$ cat config.mk
export PLATFORM = sky130hd
export DESIGN_NAME = mem_port_arbiter
export DESIGN_NICKNAME = d
export VERILOG_FILES = /design/src/rtl/mem_port_arbiter.sv
export SDC_FILE = /design/constraint.sdc
export NUM_CORES = 1
export LEC_CHECK = 0
export ABC_AREA = 0
export CAP_MARGIN = 20
export CORE_MARGIN = 8
export CORE_UTILIZATION = 44
export CTS_CLUSTER_DIAMETER = 100
export DETAILED_ROUTE_END_ITERATION = 8
export PLACE_DENSITY = 0.86
export RECOVER_POWER = 100
export REMOVE_ABC_BUFFERS = 1
export SLEW_MARGIN = 5
export SYNTH_ARGS = -nofsm -noshare
export SYNTH_HDL_FRONTEND = slang
export SYNTH_SLANG_ARGS = --single-unit
$ cat constraint.sdc
create_clock -name CLK -period 4.72 [get_ports CLK]
set_input_delay 1.416 -clock CLK [delete_from_list [all_inputs] [get_ports CLK]]
set_output_delay 1.416 -clock CLK [all_outputs]
set_load 0.01 [all_outputs]
$ cat src/rtl/mem_port_arbiter.sv
// Shares one 256x32 memory between fetch (F) and load/store (D) via REQ/ACK, round-robin on ties.
// Latency: REQ sampled at edge 0, memory access in cycle 1, ACK plus registered data in cycle 2.
// Backpressure: a requester holds REQ until its ACK; the loser of a tie simply waits its turn.
// Optional: define MEM_ARB_WPROT_EN to block writes to addresses <= PROTECT_TOP and flag them on WPROT_ERR.
module mem_port_arbiter #(
  parameter int ADDR_W = 8,
  parameter int DATA_W = 32
`ifdef MEM_ARB_WPROT_EN
  ,
  parameter logic [ADDR_W-1:0] PROTECT_TOP = ADDR_W'(15)
`endif
) (
  input  logic              CLK,
  input  logic              RESET,
  input  logic              F_REQ,
  input  logic [ADDR_W-1:0] F_ADDR,
  output logic              F_ACK,
  output logic [DATA_W-1:0] F_RDATA,
  input  logic              D_REQ,
  input  logic              D_WE,
  input  logic [ADDR_W-1:0] D_ADDR,
  input  logic [DATA_W-1:0] D_WDATA,
  output logic              D_ACK,
  output logic [DATA_W-1:0] D_RDATA,
  output logic [ADDR_W-1:0] MEM_ADDR_READ,
  output logic [ADDR_W-1:0] MEM_ADDR_WRITE,
  output logic [DATA_W-1:0] MEM_WDATA,
  output logic              MEM_WE,
  input  logic [DATA_W-1:0] MEM_RDATA,
  output logic              BUSY
`ifdef MEM_ARB_WPROT_EN
  ,
  output logic              WPROT_ERR
`endif
);

  typedef enum logic [2:0] {
    IDLE    = 3'd0,
    SERVE_F = 3'd1,
    SERVE_D = 3'd2,
    ACK_F   = 3'd3,
    ACK_D   = 3'd4
  } state_t;

  state_t            state_q, state_d;
  logic              last_q, last_d;      // 1: D was granted last, so F wins the next tie
  logic [ADDR_W-1:0] addr_q, addr_d;
  logic [DATA_W-1:0] wdata_q, wdata_d;
  logic              we_q, we_d;
  logic [DATA_W-1:0] f_rdata_q, f_rdata_d;
  logic [DATA_W-1:0] d_rdata_q, d_rdata_d;
  logic              wprot_err_q, wprot_err_d;
  logic              wr_blocked;

`ifdef MEM_ARB_WPROT_EN
  assign wr_blocked = (addr_q <= PROTECT_TOP);
  assign WPROT_ERR  = wprot_err_q;
`else
  assign wr_blocked = 1'b0;
`endif

  // State register; reset overrides every request in the same cycle.
  always_ff @(posedge CLK) begin
    if (RESET) begin
      state_q     <= IDLE;
      last_q      <= 1'b1;
      addr_q      <= '0;
      wdata_q     <= '0;
      we_q        <= 1'b0;
      f_rdata_q   <= '0;
      d_rdata_q   <= '0;
      wprot_err_q <= 1'b0;
    end else begin
      state_q     <= state_d;
      last_q      <= last_d;
      addr_q      <= addr_d;
      wdata_q     <= wdata_d;
      we_q        <= we_d;
      f_rdata_q   <= f_rdata_d;
      d_rdata_q   <= d_rdata_d;
      wprot_err_q <= wprot_err_d;
    end
  end

  // Next-state: grant from IDLE or straight from the ACK of the other side; capture reads in SERVE.
  always_comb begin
    state_d     = state_q;
    last_d      = last_q;
    addr_d      = addr_q;
    wdata_d     = wdata_q;
    we_d        = we_q;
    f_rdata_d   = f_rdata_q;
    d_rdata_d   = d_rdata_q;
    wprot_err_d = wprot_err_q;
    unique case (state_q)
      IDLE: begin
        if (F_REQ && (!D_REQ || last_q)) begin
          state_d = SERVE_F;
          last_d  = 1'b0;
          addr_d  = F_ADDR;
          we_d    = 1'b0;
        end else if (D_REQ) begin
          state_d = SERVE_D;
          last_d  = 1'b1;
          addr_d  = D_ADDR;
          wdata_d = D_WDATA;
          we_d    = D_WE;
        end
      end
      SERVE_F: begin
        f_rdata_d = MEM_RDATA;
        state_d   = ACK_F;
      end
      SERVE_D: begin
        if (!we_q) begin
          d_rdata_d = MEM_RDATA;
        end else if (wr_blocked) begin
          wprot_err_d = 1'b1;
        end
        state_d = ACK_D;
      end
      ACK_F: begin
        // F_REQ is still high from the finished fetch; only D may be granted here.
        if (D_REQ) begin
          state_d = SERVE_D;
          last_d  = 1'b1;
          addr_d  = D_ADDR;
          wdata_d = D_WDATA;
          we_d    = D_WE;
        end else begin
          state_d = IDLE;
        end
      end
      ACK_D: begin
        if (F_REQ) begin
          state_d = SERVE_F;
          last_d  = 1'b0;
          addr_d  = F_ADDR;
          we_d    = 1'b0;
        end else begin
          state_d = IDLE;
        end
      end
      default: state_d = IDLE;
    endcase
  end

  // Memory-side outputs; write enable is masked by reset so an interrupted write never lands.
  always_comb begin
    MEM_ADDR_READ  = '0;
    MEM_ADDR_WRITE = '0;
    MEM_WDATA      = wdata_q;
    MEM_WE         = 1'b0;
    if (state_q == SERVE_F || state_q == SERVE_D) begin
      MEM_ADDR_READ  = addr_q;
      MEM_ADDR_WRITE = addr_q;
    end
    if (state_q == SERVE_D && we_q && !wr_blocked && !RESET) begin
      MEM_WE = 1'b1;
    end
  end

  assign F_ACK   = (state_q == ACK_F);
  assign D_ACK   = (state_q == ACK_D);
  assign F_RDATA = f_rdata_q;
  assign D_RDATA = d_rdata_q;
  assign BUSY    = (state_q != IDLE);

endmodule

== After elaboration in Yosys (flattened, before gate mapping) ==
Index checks and enable logic that the tools add are counted.

* Register bits: 109
* Bits in latches: 0
* Memory bits (writable): 0
* Bits in read-only memories: 0
* Output and inout port bits: 116
* Word-level logic and storage cells: 50
* Memories: 0

* Add/sub/neg operators: 0
* Multiply operators: 0
* Div/mod/pow operators: 0
* $lt $le $gt $ge: 0
* Equal/unequal tests: 7
* Shift operators: 0
* Mux-type cells: 21
* Bitwise logic cells: 1
* Reductions and logical operators: 14

{| class="wikitable"
|+ Operator list
! kind !! count
|-
| $mux 32 || 2
|-
| $pmux 32 s2 || 1
|-
| $mux 8 || 4
|-
| $pmux 8 s3 || 1
|-
| $pmux 3 s5 || 1
|-
| $mux 1 || 7
|-
| $eq 3x2->1 const B || 2
|-
| $mux 3 || 2
|-
| $pmux 1 s3 || 2
|-
| $reduce_and 2->1 || 3
|-
| $reduce_bool 3->1 || 2
|-
| $ne 2x2->1 const B || 2
|-
| $eq 3x1->1 const B || 1
|-
| $eq 3x3->1 const B || 1
|-
| $logic_and 1x1->1 || 3
|-
| $logic_not 3->1 || 1
|-
| $ne 3x3->1 const B || 1
|-
| $logic_not 1->1 || 2
|-
| $logic_or 1x1->1 || 2
|-
| $mux 2 || 1
|-
| $reduce_bool 2->1 || 1
|-
| $not 1->1 || 1
|}

== Depth between registers and ports, before layout ==
Gate-level depths: netlist of run 1.

* Depth after elaboration: 5
* Depth in mapped cells: 8

== Worst setup path after synthesis of run 1 ==
OpenSTA, ideal clock, no wires.

* Path kind: input port to output port
* From: input port RESET
* To: output port MEM_WE
* Data arrival time: 1.912 ns
* Required time: 3.304 ns
* Path slack: 1.392 ns
* Cell stages on the path: 3
* Buffers on the path: 1
* Cells stage by stage: clkbuf_1 -> nor2_1 -> and2_1

* Longest elaborated chain between the ends: 3

{| class="wikitable"
|+ RTL lines
! element !! RTL line !! text
|-
| start, declared || 14 || <nowiki>input logic RESET,</nowiki>
|-
| $logic_not 1->1 || 158 || <nowiki>if (state_q == SERVE_D && we_q && !wr_blocked && !RESET) begin</nowiki>
|-
| $logic_and 1x1->1 || 158 ||
|-
| $mux 1 || 158 ||
|-
| end, declared || 28 || <nowiki>output logic MEM_WE,</nowiki>
|}

Every way passes these cells.

== Worst setup path after layout of run 1 ==
Same ends and word-level chain as after synthesis.

==> flow_summary.yaml, run 1 <==
status:
  outcome: "finished with violations"
  violations: "max-capacitance violations, max-slew violations"
cts:
  cts_sinks: 109
  post_cts_resize_count: 0
  cts_tree: "yes"
  cts_max_level: 3
  cts_root_buf: "clkbuf_8"
  postCtsSetupRepairBufs: 0
  clk_path_buf_depth: 2
  cts_buffers: 9
  postCtsHoldBufs: 0
  clkLatencyLatePin_ns: 0.35
  cts.clk_slew.worst_paths_ns: 0.10
synth:
  netlist_instances: 523
  synth.avg_cell_area_um2: 7.94
  synth-compound-area-share_pct: 15.2
  synth_edf_count: 0
  ys_top_cells_by_area: "dfxtp_1, nand2_1, a21oi_1"
  syn-cell-area_mm2: 0.00415
  yosys_warnings: 0
  yosysUniqueCellTypes: 28
  synthAdderAreaFrac_pct: 0
  ys_seq_area_share_pct: 52.5
  muxShareOfSynthArea_pct: 2.20
  ys.flop_type: "dfxtp_1"
  ys_ff_latch: 109
  synth_xor_area_share_pct: 0.392
  synth_async_sr_flop_share_pct: 0
  synth_area_leader_cell: "dfxtp_1"
  synth_top_family_by_area: "simple AND/OR/NAND/NOR gates"
  yosys.area_share.simple_pct: 22.5
  netlist.area_leader.share_pct: 52.5
die:
  dieArea_mm2: 0.0128
  fp.dieH_um: 113
  start_util_pct: 45.2
  rows: 35
  fp.dieW_um: 113
  fp.coreArea_mm2: 0.00920
  io_pins: 201
timing:
  setup_viol: 0
  hold_viol_final: 0
  fin_ws_ns: 0.874
  finalCritPeriodShare_pct: 81.5
  tightest_slew_ns: 2.10
  skew_ns: 0.0160
  tns_ns: 0
  slew_viol_final: 109
  fmax_mhz: 260
  relSlewSlack_pct: -40.0
  min_period_ns: 3.85
  grt_setup_unrepaired: "no"
cells_and_area:
  fin_util_pct: 68.6
  fill_cells: 728
  final_cell_area_mm2: 0.00631
  nNetsFinal: 780
  final_layout_size_suffix_gt1_share_pct: 4.29
  synthToLayoutAreaGrowth_pct: 51.9
  antenna_cells: 0
drt:
  ant_nets: 0
  first_pass_iters: 5
  drt-initial-drc-count: 228
  wl_per_cell_um: 16.0
  routed-via-count: 4150
  finalWirelength_um: 13000
  drcViolationCount: 0
  via_per_inst: 5.12
critical_path:
  crit_arrival_ns: 2.43
  max_stage_delay_ns: 0.61
  crit_path_max_fanout: 2
  cp.required_ns: 3.30
  crit_chain: "clkbuf_4 > nor2_1 > and2_1 > dlygate4sd3_1"
  cp-end-kind: "primary output"
  critPathKind: "in -> out"
  startpoint_type: "input pin"
  cpMaxStageDelayCell: "dlygate4sd3_1"
pwr:
  p_leak_nw: 2.62
  p_per_area_mw_per_mm2: 347
  report.power.total_mw: 2.19
  vdd_drop_max_mv: 0.204
placed_design:
  dpl_cell_area_mm2: 0.00609
  hpwl_um: 9700
  port_buffers: 200
  gp_congestion: 0.764
  place_ws_ns: 0.956
global_routing:
  grt_pass1_wl_um: 20600
  grt_pass1_vias: 4196
  antenna_found_initial: 0
  grt_max_degree: 109
  grt_usage_pct: 19.6
  overflow: 0
worst_hold_path:
  min-delay-path-class: "reg -> reg"
flow_run:
  cap_viol_max_count: 1
==> critical path, delay by kind of cell <==
family | cells | cell delay (ns)
AND/OR/NAND/NOR | 2 | 0.28
buffers and inverters | 2 | 0.73
==> per-stage QoR <==
step                      hold WS (ns)  instances
after floorplan                  0.445        477
after global placement           0.440        795
after detailed placement         0.446        795
after CTS                        0.459        811
after global routing             0.476        811
final                            0.456        811
==> synthesized netlist by cell type, types with 2 or more instances <==
cell type and instances:
nor2_1 3, buf_2 7, a21oi_1 102, and3_1 2, buf_4 11, nor3_1 10
dfxtp_1 109, buf_6 4, mux2i_1 8, nand2_1 198, o21ai_0 2, clkbuf_1 24
nand2b_1 9, nand3_1 3, a221oi_1 8, or2_1 2, inv_1 10
==> layout by cell type, fill, tap and decap left out, types with 2 or more instances in the layout <==
master             n
nor3_1            10
dfxtp_1          109
nand2_1          198
clkbuf_8          10
nand3_1            3
a221oi_1           8
mux2i_1            8
a21oi_1          101
o21ai_0            2
inv_1             10
dlygate4sd3_1    115
nand2b_1           9
clkinv_4           2
or2_1              2
and3_1             2
nor2_1             4
clkdlybuf4s50_1   84
bufinv_16          2
buf_4              6
==> report_power, final <==
part	internal (mW)	leakage, nW	switching, mW
registers	0.998	0.889	0.0410
clock network	0.318	0.113	0.313
logic	0.247	1.61	0.271
total	1.56	2.62	0.625
==> final cells by class <==
type	instances	area, um^2	area share, %
flip-flops and latches	109	2180	34.6
clock buffers	10	138	2.18
inverters	11	41.3	0.655
repair buffers	207	2050	32.5
multi-input cells	357	1670	26.4
clock inverters	6	93.8	1.49
well taps	111	139	2.20
==> cell families after synthesis <==
logic type | Yosys count
compound gates | 116
flops | 109
simple gates | 231
mux | 9
buf+inv | 57
xor+xnor | 1
==> final timing paths <==
check	start	end	slack, ns	depth (start not counted)
max	RESET	MEM_WE	0.87	4
min reg2reg	F_RDATA[5]	F_RDATA[5]	0.46	2
max reg2reg	state_q[0]	we_q	2.43	5
min	F_RDATA[5]	F_RDATA[5]	0.46	2
==> metal layers <==
metal,up-vias,global-route usage (%),share of wire (%)
met2,167,34.4,49
met3,21,8.36,10
met5,-,0,0
met1,1932,20.7,38
met4,0,6.75,2.1
li1,2030,-,-
==> flip-flops by register name, indices dropped and copies added, names as in the netlist <==
name       cells
we_q           1
addr_q         8
MEM_WDATA     32
state_q        3
F_RDATA       32
last_q         1
D_RDATA       32
Note: power is estimated with default switching activity, not from simulation.
==> run 2: changes to the inputs <==
--- a/config.mk
+++ b/config.mk
@@ -8,10 +8,10 @@
 export ABC_AREA = 0
 export CAP_MARGIN = 20
 export CORE_MARGIN = 8
-export CORE_UTILIZATION = 44
+export CORE_UTILIZATION = 37
 export CTS_CLUSTER_DIAMETER = 100
 export DETAILED_ROUTE_END_ITERATION = 8
-export PLACE_DENSITY = 0.86
+export PLACE_DENSITY = 0.77
 export RECOVER_POWER = 100
 export REMOVE_ABC_BUFFERS = 1
 export SLEW_MARGIN = 5
==> constraint.sdc (replaced) <==
create_clock -name CLK -period 3.22 [get_ports CLK]
set_input_delay 0.966 -clock CLK [delete_from_list [all_inputs] [get_ports CLK]]
set_output_delay 0.966 -clock CLK [all_outputs]
set_load 0.01 [all_outputs]
==> run 2 against run 1 <==
The run now ends clean. Combinational power is 49% higher. First-iteration DRC count is 0.88% higher. Cell count rose by 3.7%. Cell area up 0.20%. Via count down 0.27%. Hold slack about the same. Power grew 37%. Clock-buffer cell count is the same.
==> flow_summary.yaml, run 2 (same netlist as run 1, synthesis figures left out) <==
pwr:
  p_per_area_mw_per_mm2: 474
  vdd_drop_max_mv: 0.319
  p_leak_nw: 2.59
placed_design:
  dpl_cell_area_mm2: 0.00616
  gp_congestion: 0.788
  port_buffers: 200
  hpwl_um: 9760
worst_hold_path:
  hold_end: "D_RDATA[31]"
  min_from: "D_RDATA[31]"
  hold_depth: 2
  min-delay-path-class: "reg -> reg"
cts:
  clk_path_buf_depth: 2
  post_cts_resize_count: 0
  postCtsHoldBufs: 0
  cts_tree: "yes"
  clkLatencyLatePin_ns: 0.35
  cts_max_level: 3
  cts_root_buf: "clkbuf_8"
  cts_sinks: 109
  postCtsSetupRepairBufs: 0
  cts_buffers: 9
  cts.clk_slew.worst_paths_ns: 0.09
timing:
  grt_setup_unrepaired: "no"
  tns_ns: 0
  setup_viol: 0
  tightest_slew_ns: 1.01
  whs_ns: 0.456
  skew_ns: 0.00952
  slew_viol_final: 0
  hold_viol_final: 0
  relSlewSlack_pct: 32.6
  min_period_ns: 3.01
  finalCritPeriodShare_pct: 93.4
  fmax_mhz: 333
drt:
  finalWirelength_um: 13300
  drt-initial-drc-count: 230
  drcViolationCount: 0
  routed-via-count: 4139
  ant_nets: 0
  first_pass_iters: 5
  wl_per_cell_um: 15.8
  via_per_inst: 4.92
critical_path:
  critPathKind: "reg -> out"
  cp.required_ns: 2.25
  startpoint_type: "register"
  crit_path_max_fanout: 7
  crit_arrival_ns: 2.04
  r2r_slack_ns: 0.98
  cp-end-kind: "primary output"
  regToRegStartpoint: "state_q[2]"
  r2r-end: "F_RDATA[9]"
  rr_worst_depth: 6
die:
  fp.dieW_um: 122
  rows: 38
  fp.dieH_um: 122
  io_pins: 201
  dieArea_mm2: 0.0149
  start_util_pct: 38.1
  fp.coreArea_mm2: 0.0109
global_routing:
  grt_usage_pct: 17.3
  grt_max_degree: 109
  overflow: 0
  grt_pass1_vias: 4070
  antenna_found_initial: 0
  grt_pass1_wl_um: 20800
flow_run:
  cap_viol_max_count: 0
cells_and_area:
  final_common_cell: "nand2_1"
  final_cell_mix: "nand2_1, dlygate4sd3_1, dfxtp_1, a21oi_1, clkdlybuf4s50_1"
  synthToLayoutAreaGrowth_pct: 52.2
  nNetsFinal: 783
  final_cell_area_mm2: 0.00632
  final_layout_size_suffix_gt1_share_pct: 3.99
  antenna_cells: 0
status:
  outcome: "finished clean"
run 2: metal layers:
metal	routed length (um)	GRT usage (%)	up-vias
li1	-	-	2037
met1	5270	19.2	1895
met2	6360	29.2	190
met3	1470	7.08	17
met4	208	5.71	0
met5	0	0	-
run 2: worst max path at each step:
stage / start / end / slack (ns) / cells after the start
floorplan: F_REQ / MEM_WDATA[0] / 0.62 / 5
CTS: state_q[1] / MEM_WE / 0.07 / 5
global route: state_q[1] / MEM_WE / 0.11 / 5
detailed placement: F_REQ / MEM_WDATA[7] / 0.24 / 6
finish: state_q[1] / MEM_WE / 0.21 / 5
global placement: F_REQ / MEM_WDATA[16] / 0.37 / 6
run 2: final cells by class:
class                   count  area (um^2)
fillers                   997         4570
clock inverters             4         27.5
flip-flops and latches    109         2180
clock buffers              10          128
inverters                  11         41.3
repair buffers            210         2100
well taps                 140          175
multi-input cells         357         1670
run 2: critical path: stages (launching register included):
cell             delay [ns]
dfxtp_2                0.42
inv_1                  0.08
or3_1                  0.39
nor2_1                 0.12
and2_1                 0.13
clkdlybuf4s50_1        0.55
run 2: power breakdown:
group	total (mW)	switching [mW]	leakage, nW	internal (mW)
clock network	0.705	0.433	0.0702	0.272
logic	0.770	0.402	1.63	0.368
registers	1.52	0.0607	0.890	1.46
total	3.00	0.895	2.59	2.10
run 2: per-stage QoR:
stage                     setup slack [ns]  utilization (%)  std cells  power, mW
after detailed placement             0.238             56.6        826       2.38
after global routing                 0.114             58.1        841       3.17
after global placement               0.365             56.6        826       2.35
after floorplan                      0.617                -        477       1.89
final                                0.214             58.1        841       3.00
after CTS                           0.0716             58.0        840       3.09
==> run 3: changes to the inputs <==
--- a/config.mk
+++ b/config.mk
@@ -5,10 +5,10 @@
 export SDC_FILE = /design/constraint.sdc
 export NUM_CORES = 1
 export LEC_CHECK = 0
-export ABC_AREA = 0
+export ABC_AREA = 1
 export CAP_MARGIN = 20
 export CORE_MARGIN = 8
-export CORE_UTILIZATION = 37
+export CORE_UTILIZATION = 39
 export CTS_CLUSTER_DIAMETER = 100
 export DETAILED_ROUTE_END_ITERATION = 8
 export PLACE_DENSITY = 0.77
==> run 3 against run 2 <==
Sequential share of layout area decreased by 4.2 points. Global-route usage up 1.2 points. Clock skew shrank 0.00096 ns.
==> flow_summary.yaml, run 3 <==
global_routing:
  overflow: 0
  grt_usage_pct: 18.4
  grt_pass1_wl_um: 24000
  antenna_found_initial: 0
  grt_pass1_vias: 4755
  grt_max_degree: 66
drt:
  drcViolationCount: 0
  routed-via-count: 5045
  ant_nets: 0
  via_per_inst: 4.67
  first_pass_iters: 4
  wl_per_cell_um: 14.1
  drt-initial-drc-count: 324
  finalWirelength_um: 15200
critical_path:
  cp.required_ns: 2.25
  startpoint_type: "register"
  cp-end-kind: "primary output"
  critPathKind: "reg -> out"
  crit_path_max_fanout: 15
  crit_arrival_ns: 2.04
timing:
  fmax_mhz: 333
  hold_viol_final: 0
  tns_ns: 0
  relSlewSlack_pct: 29.7
  skew_ns: 0.00856
  min_period_ns: 3.01
  grt_setup_unrepaired: "no"
  finalCritPeriodShare_pct: 93.4
  slew_viol_final: 0
  tightest_slew_ns: 1.06
  setup_viol: 0
placed_design:
  hpwl_um: 10700
  port_buffers: 200
  gp_congestion: 0.787
  post-place-cells: 1064
synth:
  yosysUniqueCellTypes: 21
  synth_async_sr_flop_share_pct: 0
  ys_seq_area_share_pct: 44.8
  synth_edf_count: 0
  synth_common_cells: "nor2_1, nand2_1, dfxtp_1, inv_1, o21ai_0"
  ys_top_cells_by_area: "dfxtp_1, nor2_1, nand2_1"
  syn-cell-area_mm2: 0.00487
  post-synth-top-count-cell: "nor2_1"
  netlist_instances: 730
  yosys_warnings: 0
  netlist.area_leader.share_pct: 44.8
  ys_ff_latch: 109
  synth_area_leader_cell: "dfxtp_1"
  synth.avg_cell_area_um2: 6.67
  ys.flop_type: "dfxtp_1"
pwr:
  p_per_area_mw_per_mm2: 625
  p_leak_nw: 3.48
  vdd_drop_max_mv: 0.482
cts:
  clk_path_buf_depth: 2
  cts_buffers: 9
  postCtsSetupRepairBufs: 0
  cts_root_buf: "clkbuf_16"
  cts_tree: "yes"
  cts_max_level: 3
  postCtsHoldBufs: 0
  clkLatencyLatePin_ns: 0.36
  cts_sinks: 109
  cts.clk_slew.worst_paths_ns: 0.07
cells_and_area:
  final_cells: 1081
  final_common_cell: "nor2_1"
  final_cell_mix: "nor2_1, nand2_1, dfxtp_1, dlygate4sd3_1, clkdlybuf4s50_1"
  nNetsFinal: 989
  fin_util_pct: 57.9
  antenna_cells: 0
  synthToLayoutAreaGrowth_pct: 47.5
  final_layout_size_suffix_gt1_share_pct: 4.18
flow_run:
  cap_viol_max_count: 0
die:
  rows: 41
  fp.coreArea_mm2: 0.0124
  dieArea_mm2: 0.0163
  fp.dieH_um: 128
  start_util_pct: 39.2
  io_pins: 201
  fp.dieW_um: 128
status:
  outcome: "finished clean"
worst_hold_path:
  min-delay-path-class: "reg -> reg"
[run 3: power by group]
| part | internal [mW] | switching (mW) | leakage, nW |
|---|---|---|---|
| Combinational | 0.744 | 0.952 | 2.45 |
| Clock | 0.529 | 0.516 | 0.126 |
| Sequential | 1.62 | 0.125 | 0.896 |
[run 3: what timing repair did]
item,CTS,global route
setup endpoints to repair,0,1
endpoints found under the hold margin,0,0
gates resized for setup,0,1
[run 3: path summary, 6_finish.rpt]
path                            startpoint                to  slack, ns  cells after the start
worst max-delay path            state_q[2]  MEM_ADDR_READ[2]       0.21                      7
worst max register to register  state_q[2]       F_RDATA[28]       1.36                      8
worst min register to register  F_RDATA[9]        F_RDATA[9]       0.47                      2
worst min-delay path            F_RDATA[9]        F_RDATA[9]       0.47                      2
[run 3: worst max-delay path: stages (launching register included)]
cell and delay [ns]:
dfxtp_1 0.31, buf_4 0.18, nor2_1 0.14, nand2_1 0.08
nand2_1 0.07, inv_1 0.14, nor2_1 0.17, clkdlybuf4s50_1 0.57
[run 3: area by class of cell]
class                   instances  area (um^2)
clock buffers                  10          229
well taps                     172          215
multi-input cells             495         2130
fillers                      1200         5230
flip-flops and latches        109         2180
repair buffers                212         2090
clock inverters                 6         45.0
inverters                      77          289
[run 3: logic make-up (layout without fill, tap and decap cells)]
| logic type | after synthesis | after routing | synth area share, % |
|---|---|---|---|
| compound gates | 79 | 79 | 8.17 |
| buf+inv | 126 | 305 | 11.4 |
| flops | 109 | 109 | 44.8 |
| simple gates | 416 | 416 | 35.6 |
[run 3: metal layers]
layer | wire, um | GRT usage [%]
met1 | 6090 | 20.1
met3 | 2250 | 11.2
met5 | 0 | 0
met4 | 206 | 6.64
met2 | 6680 | 28.7
[run 3: per-stage QoR]
stage               setup slack, ns  hold slack [ns]  area [um^2]  total power [mW]
finish                        0.214            0.474         7180              4.49
global route                0.00934            0.503         7180              4.81
CTS                          0.0595            0.487         7170              4.64
detailed placement           0.0642            0.469         6900              3.58
global placement             0.0775            0.460         6900              3.55
floorplan                     0.587            0.504         4610              2.63
